`config.mk`:
```
export PLATFORM = sky130hd
export DESIGN_NAME = uart_rx_deframer_flat
export DESIGN_NICKNAME = d
export VERILOG_FILES = /design/src/rtl/uart_pkg.sv /design/src/rtl/uart_rx_deframer_if.sv /design/src/rtl/uart_deframe_buf.sv /design/src/rtl/uart_rx_deframer.sv /design/src/flat_wrapper.sv
export SDC_FILE = /design/constraint.sdc
export NUM_CORES = 1
export LEC_CHECK = 0
export BUFFER_PORTS_ARGS = -buffer_cell sky130_fd_sc_hd__buf_2
export CORE_MARGIN = 2
export CORE_UTILIZATION = 40
export CTS_CLUSTER_SIZE = 25
export DETAILED_ROUTE_END_ITERATION = 8
export MAX_ROUTING_LAYER = met4
export SYNTH_ARGS = -nofsm -noshare
export SYNTH_HDL_FRONTEND = slang
export SYNTH_SLANG_ARGS = --single-unit
```
`constraint.sdc`:
```
create_clock -name i_clk -period 7.5 [get_ports i_clk]
set_input_delay 0.375 -clock i_clk [delete_from_list [all_inputs] [get_ports i_clk]]
set_output_delay 0.375 -clock i_clk [all_outputs]
set_load 0.005 [all_outputs]
```
`src/rtl/uart_pkg.sv`:
```
// Shared types and helpers for the UART receive deframer.
//   deframe_state_t : deframer FSM states
//   pl_beat_t       : one payload beat (byte + end-of-frame marker)
//   SOF_BYTE        : start-of-frame marker
//   CRC8_POLY       : CRC-8 polynomial used when UART_DEFRAME_CRC8_EN is defined
//   crc8_update     : MSB-first CRC-8 step over one byte (init/xorout handled by caller)
package uart_pkg;

  typedef enum logic [2:0] {
    ST_HUNT,
    ST_LEN,
    ST_PAYLOAD,
    ST_CHK,
    ST_DRAIN
  } deframe_state_t;

  typedef struct packed {
    logic [7:0] data;
    logic       last;
  } pl_beat_t;

  localparam logic [7:0] SOF_BYTE  = 8'h7E;
  localparam logic [7:0] CRC8_POLY = 8'h07;

  // Non-reflected CRC-8, one byte per call.
  function automatic logic [7:0] crc8_update(input logic [7:0] crc, input logic [7:0] data);
    logic [7:0] c;
    c = crc ^ data;
    for (int i = 0; i < 8; i++) begin
      c = c[7] ? ((c << 1) ^ CRC8_POLY) : (c << 1);
    end
    return c;
  endfunction

endpackage

```
`src/rtl/uart_rx_deframer_if.sv`:
```
// Payload stream between the deframer and its consumer.
//   o_pl_data  : payload byte
//   o_pl_valid : byte valid, held until accepted
//   o_pl_last  : final payload byte of the frame
//   i_pl_ready : consumer accepts when valid & ready
interface uart_rx_deframer_if;
  logic [7:0] o_pl_data;
  logic       o_pl_valid;
  logic       o_pl_last;
  logic       i_pl_ready;

  modport master (output o_pl_data, output o_pl_valid, output o_pl_last, input i_pl_ready);
  modport slave  (input o_pl_data, input o_pl_valid, input o_pl_last, output i_pl_ready);
endinterface

```
`src/rtl/uart_deframe_buf.sv`:
```
// Payload buffer: DEPTH x 8 simple dual-port RAM, synchronous write, registered read.
//   i_clk              : clock
//   i_wr_en/addr/data  : write port
//   i_rd_en/addr       : read request; data appears on o_rd_data the next cycle
//   o_rd_data          : registered read data (holds while i_rd_en is low)
module uart_deframe_buf #(
  parameter int unsigned DEPTH = 64,
  parameter int unsigned AW    = 6
) (
  input  logic          i_clk,
  input  logic          i_wr_en,
  input  logic [AW-1:0] i_wr_addr,
  input  logic [7:0]    i_wr_data,
  input  logic          i_rd_en,
  input  logic [AW-1:0] i_rd_addr,
  output logic [7:0]    o_rd_data
);

  logic [7:0] mem_q [DEPTH];

  // Storage has no reset; contents are always written before they are read.
  always_ff @(posedge i_clk) begin
    if (i_wr_en) mem_q[i_wr_addr] <= i_wr_data;
    if (i_rd_en) o_rd_data <= mem_q[i_rd_addr];
  end

endmodule

```
`src/rtl/uart_rx_deframer.sv`:
```
// Framed-packet extractor behind the UART byte receiver.
// Frame: SOF 0x7E, LEN (1..MAX_LEN), LEN payload bytes, check byte. Payload is
// buffered and only streamed out after the check byte matches.
// Build option: UART_DEFRAME_CRC8_EN selects CRC-8 (poly 0x07, init 0) over
// LEN+payload; otherwise the check byte makes LEN+payload+chk == 0 mod 256.
// Ports:
//   i_clk, i_rst_n      : clock, async active-low reset
//   i_rx_data/ready     : receiver byte and level ready flag (rising edge = new byte)
//   pl                  : payload stream (master side)
//   o_frame_ok          : pulse, check matched
//   o_err_chk           : pulse, check mismatch, frame dropped
//   o_err_len           : pulse, LEN out of range
//   o_err_timeout       : pulse, inter-byte timeout mid-frame
//   o_overrun           : pulse per byte dropped while draining
//   o_busy              : high outside HUNT
module uart_rx_deframer
  import uart_pkg::*;
#(
  parameter int unsigned MAX_LEN      = 64,
  parameter int unsigned TIMEOUT_CLKS = 100000
) (
  input  logic                      i_clk,
  input  logic                      i_rst_n,
  input  logic [7:0]                i_rx_data,
  input  logic                      i_rx_ready,
  uart_rx_deframer_if.master        pl,
  output logic                      o_frame_ok,
  output logic                      o_err_chk,
  output logic                      o_err_len,
  output logic                      o_err_timeout,
  output logic                      o_overrun,
  output logic                      o_busy
);

  localparam int unsigned AW        = (MAX_LEN > 1) ? $clog2(MAX_LEN) : 1;
  localparam int unsigned TW        = $clog2(TIMEOUT_CLKS + 1);
  localparam logic [TW-1:0] TO_LAST = TW'(TIMEOUT_CLKS - 1);
  localparam logic [7:0] MAX_LEN_B  = 8'(MAX_LEN);

  deframe_state_t state_q, state_d;
  logic           ready_q;
  logic [7:0]     len_q, len_d;
  logic [7:0]     idx_q, idx_d;
  logic [7:0]     rd_ptr_q, rd_ptr_d;
  logic [7:0]     acc_q, acc_d;
  logic [TW-1:0]  tmo_q, tmo_d;
  logic           pend_q, pend_d;
  logic           pend_last_q, pend_last_d;
  pl_beat_t       out_q, out_d;
  logic           valid_q, valid_d;
  logic           frame_ok_q, frame_ok_d;
  logic           err_chk_q, err_chk_d;
  logic           err_len_q, err_len_d;
  logic           err_to_q, err_to_d;
  logic           overrun_q, overrun_d;
  logic           busy_q, busy_d;

  logic           rx_stb, hs, load, tmo_hit;
  logic           wr_en, rd_en;
  logic [AW-1:0]  wr_addr, rd_addr;
  logic [7:0]     rd_data;

  // Running check value, one byte per strobe.
  function automatic logic [7:0] chk_step(input logic [7:0] acc, input logic [7:0] b);
`ifdef UART_DEFRAME_CRC8_EN
    return crc8_update(acc, b);
`else
    return 8'(acc + b);
`endif
  endfunction

  function automatic logic chk_match(input logic [7:0] acc, input logic [7:0] b);
`ifdef UART_DEFRAME_CRC8_EN
    return acc == b;
`else
    return 8'(acc + b) == 8'h00;
`endif
  endfunction

  uart_deframe_buf #(.DEPTH(MAX_LEN), .AW(AW)) u_buf (
    .i_clk     (i_clk),
    .i_wr_en   (wr_en),
    .i_wr_addr (wr_addr),
    .i_wr_data (i_rx_data),
    .i_rd_en   (rd_en),
    .i_rd_addr (rd_addr),
    .o_rd_data (rd_data)
  );

  assign rx_stb  = i_rx_ready & ~ready_q;
  assign hs      = valid_q & pl.i_pl_ready;
  assign tmo_hit = (tmo_q == TO_LAST);

  // Next-state and registered-output logic.
  always_comb begin
    state_d     = state_q;
    len_d       = len_q;
    idx_d       = idx_q;
    rd_ptr_d    = rd_ptr_q;
    acc_d       = acc_q;
    pend_d      = pend_q;
    pend_last_d = pend_last_q;
    out_d       = out_q;
    valid_d     = valid_q;
    frame_ok_d  = 1'b0;
    err_chk_d   = 1'b0;
    err_len_d   = 1'b0;
    err_to_d    = 1'b0;
    overrun_d   = 1'b0;
    wr_en       = 1'b0;
    wr_addr     = AW'(idx_q);
    rd_en       = 1'b0;
    rd_addr     = AW'(rd_ptr_q);
    load        = 1'b0;

    unique case (state_q)
      ST_HUNT: begin
        if (rx_stb && i_rx_data == SOF_BYTE) state_d = ST_LEN;
      end
      ST_LEN: begin
        if (rx_stb) begin
          len_d = i_rx_data;
          acc_d = chk_step(8'h00, i_rx_data);
          idx_d = 8'd0;
          if (i_rx_data == 8'd0 || i_rx_data > MAX_LEN_B) begin
            err_len_d = 1'b1;
            state_d   = ST_HUNT;
          end else begin
            state_d = ST_PAYLOAD;
          end
        end else if (tmo_hit) begin
          err_to_d = 1'b1;
          state_d  = ST_HUNT;
        end
      end
      ST_PAYLOAD: begin
        if (rx_stb) begin
          wr_en = 1'b1;
          acc_d = chk_step(acc_q, i_rx_data);
          idx_d = idx_q + 8'd1;
          if (idx_q == len_q - 8'd1) state_d = ST_CHK;
        end else if (tmo_hit) begin
          err_to_d = 1'b1;
          state_d  = ST_HUNT;
        end
      end
      ST_CHK: begin
        if (rx_stb) begin
          if (chk_match(acc_q, i_rx_data)) begin
            // Prefetch byte 0 now so valid rises two cycles after this strobe.
            frame_ok_d  = 1'b1;
            state_d     = ST_DRAIN;
            rd_en       = 1'b1;
            rd_addr     = '0;
            rd_ptr_d    = 8'd1;
            pend_d      = 1'b1;
            pend_last_d = (len_q == 8'd1);
          end else begin
            err_chk_d = 1'b1;
            state_d   = ST_HUNT;
          end
        end else if (tmo_hit) begin
          err_to_d = 1'b1;
          state_d  = ST_HUNT;
        end
      end
      ST_DRAIN: begin
        if (rx_stb) overrun_d = 1'b1;
        if (hs) begin
          valid_d = 1'b0;
          if (out_q.last) state_d = ST_HUNT;
        end
        // RAM output register acts as the skid slot behind the output register.
        load = pend_q & (~valid_q | hs);
        if (load) begin
          out_d   = '{data: rd_data, last: pend_last_q};
          valid_d = 1'b1;
          pend_d  = 1'b0;
        end
        if (rd_ptr_q < len_q && (!pend_q || load)) begin
          rd_en       = 1'b1;
          rd_ptr_d    = rd_ptr_q + 8'd1;
          pend_d      = 1'b1;
          pend_last_d = (rd_ptr_q == len_q - 8'd1);
        end
      end
      default: state_d = ST_HUNT;
    endcase

    // Timeout runs only while a frame is being collected; any strobe restarts it.
    if (rx_stb || !(state_d inside {ST_LEN, ST_PAYLOAD, ST_CHK})) tmo_d = '0;
    else                                                          tmo_d = tmo_q + TW'(1);

    busy_d = (state_d != ST_HUNT);
  end

  // State and output registers.
  always_ff @(posedge i_clk or negedge i_rst_n) begin
    if (!i_rst_n) begin
      state_q     <= ST_HUNT;
      ready_q     <= 1'b1;
      len_q       <= '0;
      idx_q       <= '0;
      rd_ptr_q    <= '0;
      acc_q       <= '0;
      tmo_q       <= '0;
      pend_q      <= 1'b0;
      pend_last_q <= 1'b0;
      out_q       <= '0;
      valid_q     <= 1'b0;
      frame_ok_q  <= 1'b0;
      err_chk_q   <= 1'b0;
      err_len_q   <= 1'b0;
      err_to_q    <= 1'b0;
      overrun_q   <= 1'b0;
      busy_q      <= 1'b0;
    end else begin
      state_q     <= state_d;
      ready_q     <= i_rx_ready;
      len_q       <= len_d;
      idx_q       <= idx_d;
      rd_ptr_q    <= rd_ptr_d;
      acc_q       <= acc_d;
      tmo_q       <= tmo_d;
      pend_q      <= pend_d;
      pend_last_q <= pend_last_d;
      out_q       <= out_d;
      valid_q     <= valid_d;
      frame_ok_q  <= frame_ok_d;
      err_chk_q   <= err_chk_d;
      err_len_q   <= err_len_d;
      err_to_q    <= err_to_d;
      overrun_q   <= overrun_d;
      busy_q      <= busy_d;
    end
  end

  assign pl.o_pl_data   = out_q.data;
  assign pl.o_pl_valid  = valid_q;
  assign pl.o_pl_last   = out_q.last;
  assign o_frame_ok     = frame_ok_q;
  assign o_err_chk      = err_chk_q;
  assign o_err_len      = err_len_q;
  assign o_err_timeout  = err_to_q;
  assign o_overrun      = overrun_q;
  assign o_busy         = busy_q;

endmodule
```
`src/flat_wrapper.sv`:
```
// flat-port wrapper written by rule: the top's interface ports become plain ports
module uart_rx_deframer_flat import uart_pkg::*;
#(
  parameter int unsigned MAX_LEN      = 64,
  parameter int unsigned TIMEOUT_CLKS = 100000
)
  (i_clk, i_rst_n, i_rx_data, i_rx_ready, o_frame_ok, o_err_chk, o_err_len, o_err_timeout, o_overrun, o_busy, pl_o_pl_data, pl_o_pl_valid, pl_o_pl_last, pl_i_pl_ready);
  uart_rx_deframer_if pl_i ();
  input  logic i_clk;
  input  logic i_rst_n;
  input  logic [7:0] i_rx_data;
  input  logic i_rx_ready;
  output logic o_frame_ok;
  output logic o_err_chk;
  output logic o_err_len;
  output logic o_err_timeout;
  output logic o_overrun;
  output logic o_busy;
  output wire logic [$bits(pl_i.o_pl_data)-1:0] pl_o_pl_data;
  output wire logic [$bits(pl_i.o_pl_valid)-1:0] pl_o_pl_valid;
  output wire logic [$bits(pl_i.o_pl_last)-1:0] pl_o_pl_last;
  input wire logic [$bits(pl_i.i_pl_ready)-1:0] pl_i_pl_ready;
  assign pl_o_pl_data = pl_i.o_pl_data;
  assign pl_o_pl_valid = pl_i.o_pl_valid;
  assign pl_o_pl_last = pl_i.o_pl_last;
  assign pl_i.i_pl_ready = pl_i_pl_ready;
  uart_rx_deframer #(.MAX_LEN(MAX_LEN), .TIMEOUT_CLKS(TIMEOUT_CLKS)) u_core (.i_clk(i_clk), .i_rst_n(i_rst_n), .i_rx_data(i_rx_data), .i_rx_ready(i_rx_ready), .pl(pl_i), .o_frame_ok(o_frame_ok), .o_err_chk(o_err_chk), .o_err_len(o_err_len), .o_err_timeout(o_err_timeout), .o_overrun(o_overrun), .o_busy(o_busy));
endmodule
```
==> summary.txt, run 1 <==
Logic synthesis
  • Post-synthesis sequential area ratio: 0.709
  • Most frequent cell after synthesis: edfxtp_1
  • Mapped cell area: 24500 um^2
  • Synth top area share: 0.637
  • EDFF count, synth: 520
  • Mean post-synth cell area: approximately 16 um^2
  • Mapped Nets: 1599
  • Count of state elements after synthesis: approximately 590
  • Top cells by area, synth: edfxtp_1 (64%), dfrtp_1 (7.1%), mux4_2 (7.0%)
  • Fraction of registers with async set or reset after synthesis: 0.120
  • Warnings from Yosys: 0
  • Post-Synthesis Cells: 1566
  • Commonest cells post-synth: edfxtp_1 (520), nor2_1 (176), a21oi_1 (84)
  • Cell taking the most area after synthesis: edfxtp_1
  • Netlist cell types: 76
  • Synth Flop Type: edfxtp_1

Global routing
  • GRT overflow: 0
  • Initial antenna violation count: 1
  • Total track usage: 0.205
  • First-pass GRT wire length: just over 90 mm
  • Vias in the first global route: 13792
  • Largest net degree at the start of global routing: 89

Setup path
  • Worst-path fanout max: 36
  • Crit path buffers/inverters: 1
  • R2r startpoint: u_core.acc_q[0]
  • Crit. End Element: flip-flop
  • Worst R2R End: u_core.u_buf.o_rd_data[4]
  • CP Class: reg2reg
  • Crit-path cells: ha_1, fa_1, a211oi_1, nor3_1, o221a_2, o2111ai_4, buf_4, nand2_1, o221ai_1, nand3_1, or4_1
  • Worst reg2reg path depth: 11
  • FF-to-FF setup slack: approximately 3.2 ns
  • CP Launch Type: flip-flop
  • CP peak stage delay: 0.47 ns
  • Crit path launch: u_core.acc_q[0]
  • Worst endpoint required time: 7.86 ns
  • Slowest cell on crit path: nand2_1
  • CP Data Arrival Time: between 4 and 5 ns
  • Worst path top cell family by delay: compound AO/OA/AOI/OAI gates

Clock network
  • Num CTS Buffers: 58
  • Clock slew at reported path FFs: 0.06 ns
  • Clk_lat worst skew: ~0.63 ns
  • H-Tree Level Count: 2
  • CTS tree: built
  • CTS root buffer: clkbuf_16
  • Postcts setup bufs: 0
  • Clock sinks: 591
  • Clock Tree Buf Depth: 3

Timing
  • Max-slew headroom: 0.216
  • Setup TNS: 0 ns
  • Max Clock Freq: 0.234 GHz
  • Worst Skew: between 0.015 and 0.02 ns
  • Final max-slew violation count: 0
  • Fin crit period: 4.28 ns
  • Final period util: 0.571
  • Final Hold Vio Count: 0
  • Setup violators final: 0
  • RSZ-0062 raised after global routing: false
  • Worst Max-Slew Pin Slew: 1.17 ns

Drt
  • Vias per inst: 5.82
  • WL/cell: about 26 um
  • DR vias: 14119
  • WL met2: 29.0 mm
  • Antenna-violating nets left: 0
  • Drt first-iter violations: 1213
  • Met1 WL: 28.3 mm
  • # DRC: 0
  • Top sig layer: met4
  • Final wirelength: 62.6 mm
  • DR WL met3: about 4 mm
  • Drt first pass iters: 5

Finish
  • Area taken by multi-input logic gates: 6720 um^2
  • Final core area utilization: 0.455
  • Final #Nets: about 1600
  • Final instance area: 27500 um^2
  • Area grow syn2layout: 12.2%
  • Fillers: 5230
  • Share of cells above drive strength 1: 0.170
  • Register area: approximately 17000 um^2

Run
  • Max-Cap Viols: 0

Hold path
  • Worst Hold Launch: pl_i_pl_ready
  • Tightest Hold Check Type: in2reg
  • Hold endpoint: u_core.pl.o_pl_valid
  • Cell count of the worst hold path: 3

Floorplan
  • Row Count: 90
  • IO Count: 28
  • Die Ht: 252 um
  • Initial Util: 0.406
  • Die ar.: 63300 um^2
  • Core region area: 60500 um^2
  • Die X: 252 um

Place
  • # port buffers: 27
  • HPWL Detailed: 38.3 mm
  • Placed inst area: 25500 um^2
  • Gpl congestion: 0.867

Outcome
  • Outcome: finished, final reports clean

Power
  • Peak VDD IR: between 0.15 and 0.2 mV
  • Power density over cell area: 251 nW/um^2
  • Leak Pwr: roughly 9 nW
-- layout by cell type, fill, tap and decap left out, types with 7 or more instances in the layout --
cell / n
nand3b_1: 13
dfrtp_1: 67
inv_1: 18
clkinv_2: 11
clkbuf_16: 58
nand3_1: 51
o221ai_1: 14
a211oi_1: 8
mux2_2: 39
o31ai_1: 10
a21oi_1: 84
edfxtp_1: 520
nor2b_1: 9
o22ai_1: 10
nand4_1: 12
nand2_1: 75
a2111oi_0: 7
clkbuf_1: 11
nor4_1: 7
mux4_2: 76
a32o_1: 14
ha_1: 20
o21ai_0: 66
xor2_1: 18
o32a_1: 7
or4_1: 11
and3_1: 7
nor2_1: 176
mux2i_1: 28
buf_4: 24
nor3_1: 9
a22oi_1: 8
bufinv_16: 10
buf_2: 26
xnor2_1: 20
-- worst min-delay path: cells and delay by family --
kind	cells	cell delay [ns]
simple gates	1	0.05
buf+inv	1	0.11
compound gates	1	0.11
-- how the worst max path moves through the flow --
stage,to,cells past startpoint
global route,u_core.u_buf.o_rd_data[4],12
detailed placement,u_core.u_buf.o_rd_data[4],12
CTS,u_core.u_buf.o_rd_data[5],11
finish,u_core.u_buf.o_rd_data[4],11
floorplan,u_core.u_buf.o_rd_data[0],11
global placement,u_core.u_buf.o_rd_data[0],12
-- state kept, by name, indices dropped and copies added, names as in the netlist --
signal	flops
u_core.acc_q	8
u_core.idx_q	8
u_core.len_q	8
u_core.o_busy	1
u_core.o_err_chk	1
u_core.o_err_len	1
u_core.o_err_timeout	1
u_core.o_frame_ok	1
u_core.o_overrun	1
u_core.pend_last_q	1
u_core.pend_q	1
u_core.pl.o_pl_data	8
u_core.pl.o_pl_last	1
u_core.pl.o_pl_valid	1
u_core.rd_ptr_q	8
u_core.ready_q	1
u_core.state_q	3
u_core.tmo_q	17
u_core.u_buf.mem_q	512
u_core.u_buf.o_rd_data	8
-- what timing repair did --
item / CTS / global route
resized for setup: 0 / 0
hold buffers: 2 / 0
hold endpoints to repair: 71 / 0
-- cell type report --
cell class	instances	share of cell area
diodes	1	0.0000909
clock buffers	72	0.0557
clock inverters	32	0.0161
inverters	19	0.00259
multi-input cells	874	0.244
flip-flops and latches	591	0.632
well taps	782	0.0355
repair buffers	54	0.0135
-- power breakdown --
group	switching [mW]	internal, mW	leakage (nW)	total, mW
Clock	1.25	1.80	0.966	3.05
Combinational	0.171	0.0803	2.32	0.251
Sequential	0.0176	3.60	5.62	3.61
Total	1.44	5.47	8.91	6.91
-- through the flow --
step,hold slack (ns),power (mW),setup slack (ns),cells
finish,0.0592,6.91,3.22,2425
floorplan,0.0794,3.82,4.11,1566
detailed placement,0.481,3.93,2.65,2318
CTS,0.0258,6.96,3.18,2424
global placement,0.467,3.93,2.75,2318
global route,0.0587,7.11,2.97,2425
-- logic make-up after synthesis --
| group | Yosys count | synth area share |
|---|---|---|
| DFF | 591 | 0.709 |
| and+or+nand+nor | 405 | 0.0778 |
| AOI/OAI and AO/OA | 266 | 0.0711 |
| muxes | 143 | 0.0991 |
| buffers and inverters | 101 | 0.0175 |
| xor gates and xnor gates | 39 | 0.0142 |
| adders and majority gates | 21 | 0.0110 |
-- per-layer routing --
layer,GRT usage,vias up
met1,0.296,7349
met5,-,-
li1,-,6202
met4,0.0446,0
met2,0.308,489
met3,0.0329,79
(Power assumes the default switching activity.)
==> run 2, diff against run 1 <==
==> constraint.sdc (replaced) <==
create_clock -name i_clk -period 3.7 [get_ports i_clk]
set_input_delay 0.185 -clock i_clk [delete_from_list [all_inputs] [get_ports i_clk]]
set_output_delay 0.185 -clock i_clk [all_outputs]
set_load 0.005 [all_outputs]
==> run 2 against run 1 <==
First-iteration DRC count rose by 27%. Global-route usage rose by 0.41 points. Clock power rose by 94%. Count of clock-buffer cells in the layout fell by 4. Via count rose by 2.2%. Clock skew fell by 0.0010 ns. Design area rose by 3.1%. Register-to-register slack got worse by 3.1 ns. Critical path type unchanged. Core utilization rose by 1.4 points. Sequential share of layout area fell by 1.9 points. Setup slack got worse by 3.1 ns.
==> summary.txt, run 2 (synthesis gave the netlist of run 1 again) <==
Timing
  • Final max-slew violation count: 0
  • Setup violators final: 0
  • Max-slew headroom: 0.220
  • Final Hold Vio Count: 0
  • Final period util: 0.976
  • Max Clock Freq: around 0.28 GHz
  • Setup slack after layout: 0.0904 ns
  • WHS: 0.0852 ns
  • Fin crit period: 3.61 ns
  • Worst Skew: 0.0188 ns
  • Setup TNS: 0 ns
  • Worst Max-Slew Pin Slew: approximately 1.2 ns

Finish
  • Share of cells above drive strength 1: 0.220
  • Area grow syn2layout: 15.7%
  • Biggest regs: u_core.u_buf.mem_q: 512 flops, u_core.tmo_q: 17 flops
  • Commonest non-fill, non-tap cells in the layout: edfxtp_1 (520), nor2_1 (175), buf_4 (96), a21oi_1 (84), mux4_2 (76)
  • Antenna diode instance count: 0
  • Final core area utilization: 0.469
  • Max reg flops: 512
  • Area taken by multi-input logic gates: 6880 um^2
  • Register area: 17400 um^2
  • Fillers: 5136
  • Commonest non-fill, non-tap cell in the layout: edfxtp_1
  • Final #Nets: 1716
  • Largest Register: u_core.u_buf.mem_q

Hold path
  • Tightest Hold Check Type: in2async

Setup path
  • Worst-path fanout max: 15
  • CP Launch Type: flip-flop
  • Worst endpoint required time: 4.06 ns
  • Crit. End Element: flip-flop
  • CP Data Arrival Time: 3.97 ns
  • Worst reg2reg path depth: 13
  • CP Class: reg2reg

Drt
  • Drt first pass iters: 5
  • Top sig layer: met4
  • WL met2: 29.7 mm
  • DR vias: 14425
  • Met1 WL: 27.8 mm
  • Vias per inst: ~5.7
  • Final wirelength: about 65 mm
  • Antenna-violating nets left: 0
  • Drt first-iter violations: 1544
  • WL/cell: 25.7 um
  • DR WL met3: 5.38 mm
  • # DRC: 0

Global routing
  • Vias in the first global route: 14109
  • Largest net degree at the start of global routing: 69
  • First-pass GRT wire length: 94.6 mm
  • Total track usage: 0.209
  • Initial antenna violation count: 1
  • GRT overflow: 0

Floorplan
  • Die X: 252 um
  • Core region area: a little over 60000 um^2
  • Die Ht: around 250 um
  • IO Count: 28
  • Initial Util: 0.406
  • Die ar.: 63300 um^2
  • Row Count: 90

Power
  • Leak Pwr: 9.39 nW
  • Power density over cell area: 487 nW/um^2
  • Peak VDD IR: 0.420 mV

Clock network
  • Clock sinks: 591
  • CTS root buffer: clkbuf_16
  • CTS tree: built
  • Clk_lat worst skew: roughly 0.64 ns
  • Clock slew at reported path FFs: 0.06 ns
  • Num CTS Buffers: 58
  • H-Tree Level Count: 2
  • Clock Tree Buf Depth: 3

Place
  • Gpl congestion: 0.942
  • HPWL Detailed: 40.9 mm
  • Place WS: -0.207 ns
  • # port buffers: 27

Outcome
  • Outcome: finished, final reports clean

Run
  • Max-Cap Viols: 0
## run 2: changes by cell type in the layout (fill, tap and decap cells not counted), moves of 4 or more
cell / before / now
buf_4: 24 / 96
o221ai_1: 14 / 6
nand3_1: 51 / 44
buf_12: 2 / 7
clkinv_1: 5 / 17
o221ai_2: 0 / 8
bufinv_16: 10 / 6
nand3_2: 1 / 8
## run 2: routing by layer
| metal | track usage | vias to the layer above |
|---|---|---|
| met3 | 0.0422 | 108 |
| met4 | 0.0561 | 0 |
| met2 | 0.315 | 596 |
| li1 | - | 6352 |
| met5 | - | - |
| met1 | 0.291 | 7369 |
## run 2: cell type report
class | count | area share
repair buffers | 139 | 0.0402
flip-flops and latches | 591 | 0.613
multi-input cells | 874 | 0.242
inverters | 19 | 0.00251
clock inverters | 39 | 0.0138
clock buffers | 68 | 0.0532
well taps | 782 | 0.0345
## run 2: critical path, cell delays in order (launching register included)
cell       delay, ns
dfrtp_1         0.38
ha_2            0.19
fa_2            0.38
a211oi_4        0.26
nor3_2          0.10
a311oi_2        0.32
buf_4           0.18
o2111ai_4       0.13
buf_12          0.18
buf_6           0.15
a32o_1          0.25
o221ai_1        0.23
nand3_1         0.17
or4_1           0.42
## run 2: path summary, 6_finish.rpt
check,from,to,slack (ns)
min in group i_clk,i_rx_data[6],u_core.o_err_len,0.11
setup reg to reg,u_core.acc_q[0],u_core.u_buf.o_rd_data[5],0.09
setup / recovery,u_core.acc_q[0],u_core.u_buf.o_rd_data[5],0.09
max in group asynchronous,i_rst_n,u_core.len_q[3],2.81
hold / removal,i_rst_n,u_core.o_err_chk,0.09
hold reg to reg,u_core.tmo_q[0],u_core.tmo_q[0],0.49
## run 2: timing repair
| item | 4_1_cts | 5_1_grt |
|---|---|---|
| pin swaps | 4 | 1 |
| buffers inserted | 1 | 2 |
| hold buffers | 4 | 0 |
| resized for setup | 3 | 29 |
| hold endpoints to repair | 46 | 0 |
| gates cloned | 0 | 4 |
| endpoints found under the setup margin | 7 | 8 |
## run 2: per-stage QoR
| step | cell area, um^2 | power [mW] | cells |
|---|---|---|---|
| finish | 28400 | 13.8 | 2512 |
| global route | 28400 | 14.2 | 2512 |
| CTS | 28100 | 13.9 | 2506 |
| detailed placement | 26100 | 8.01 | 2394 |
| global placement | 26100 | 8.00 | 2394 |
| floorplan | 24500 | 7.74 | 1566 |
## run 2: power by group
| group | internal [mW] | switching (mW) |
|---|---|---|
| registers | 7.29 | 0.0358 |
| clock network | 3.34 | 2.57 |
| logic | 0.214 | 0.369 |
| total | 10.8 | 2.97 |
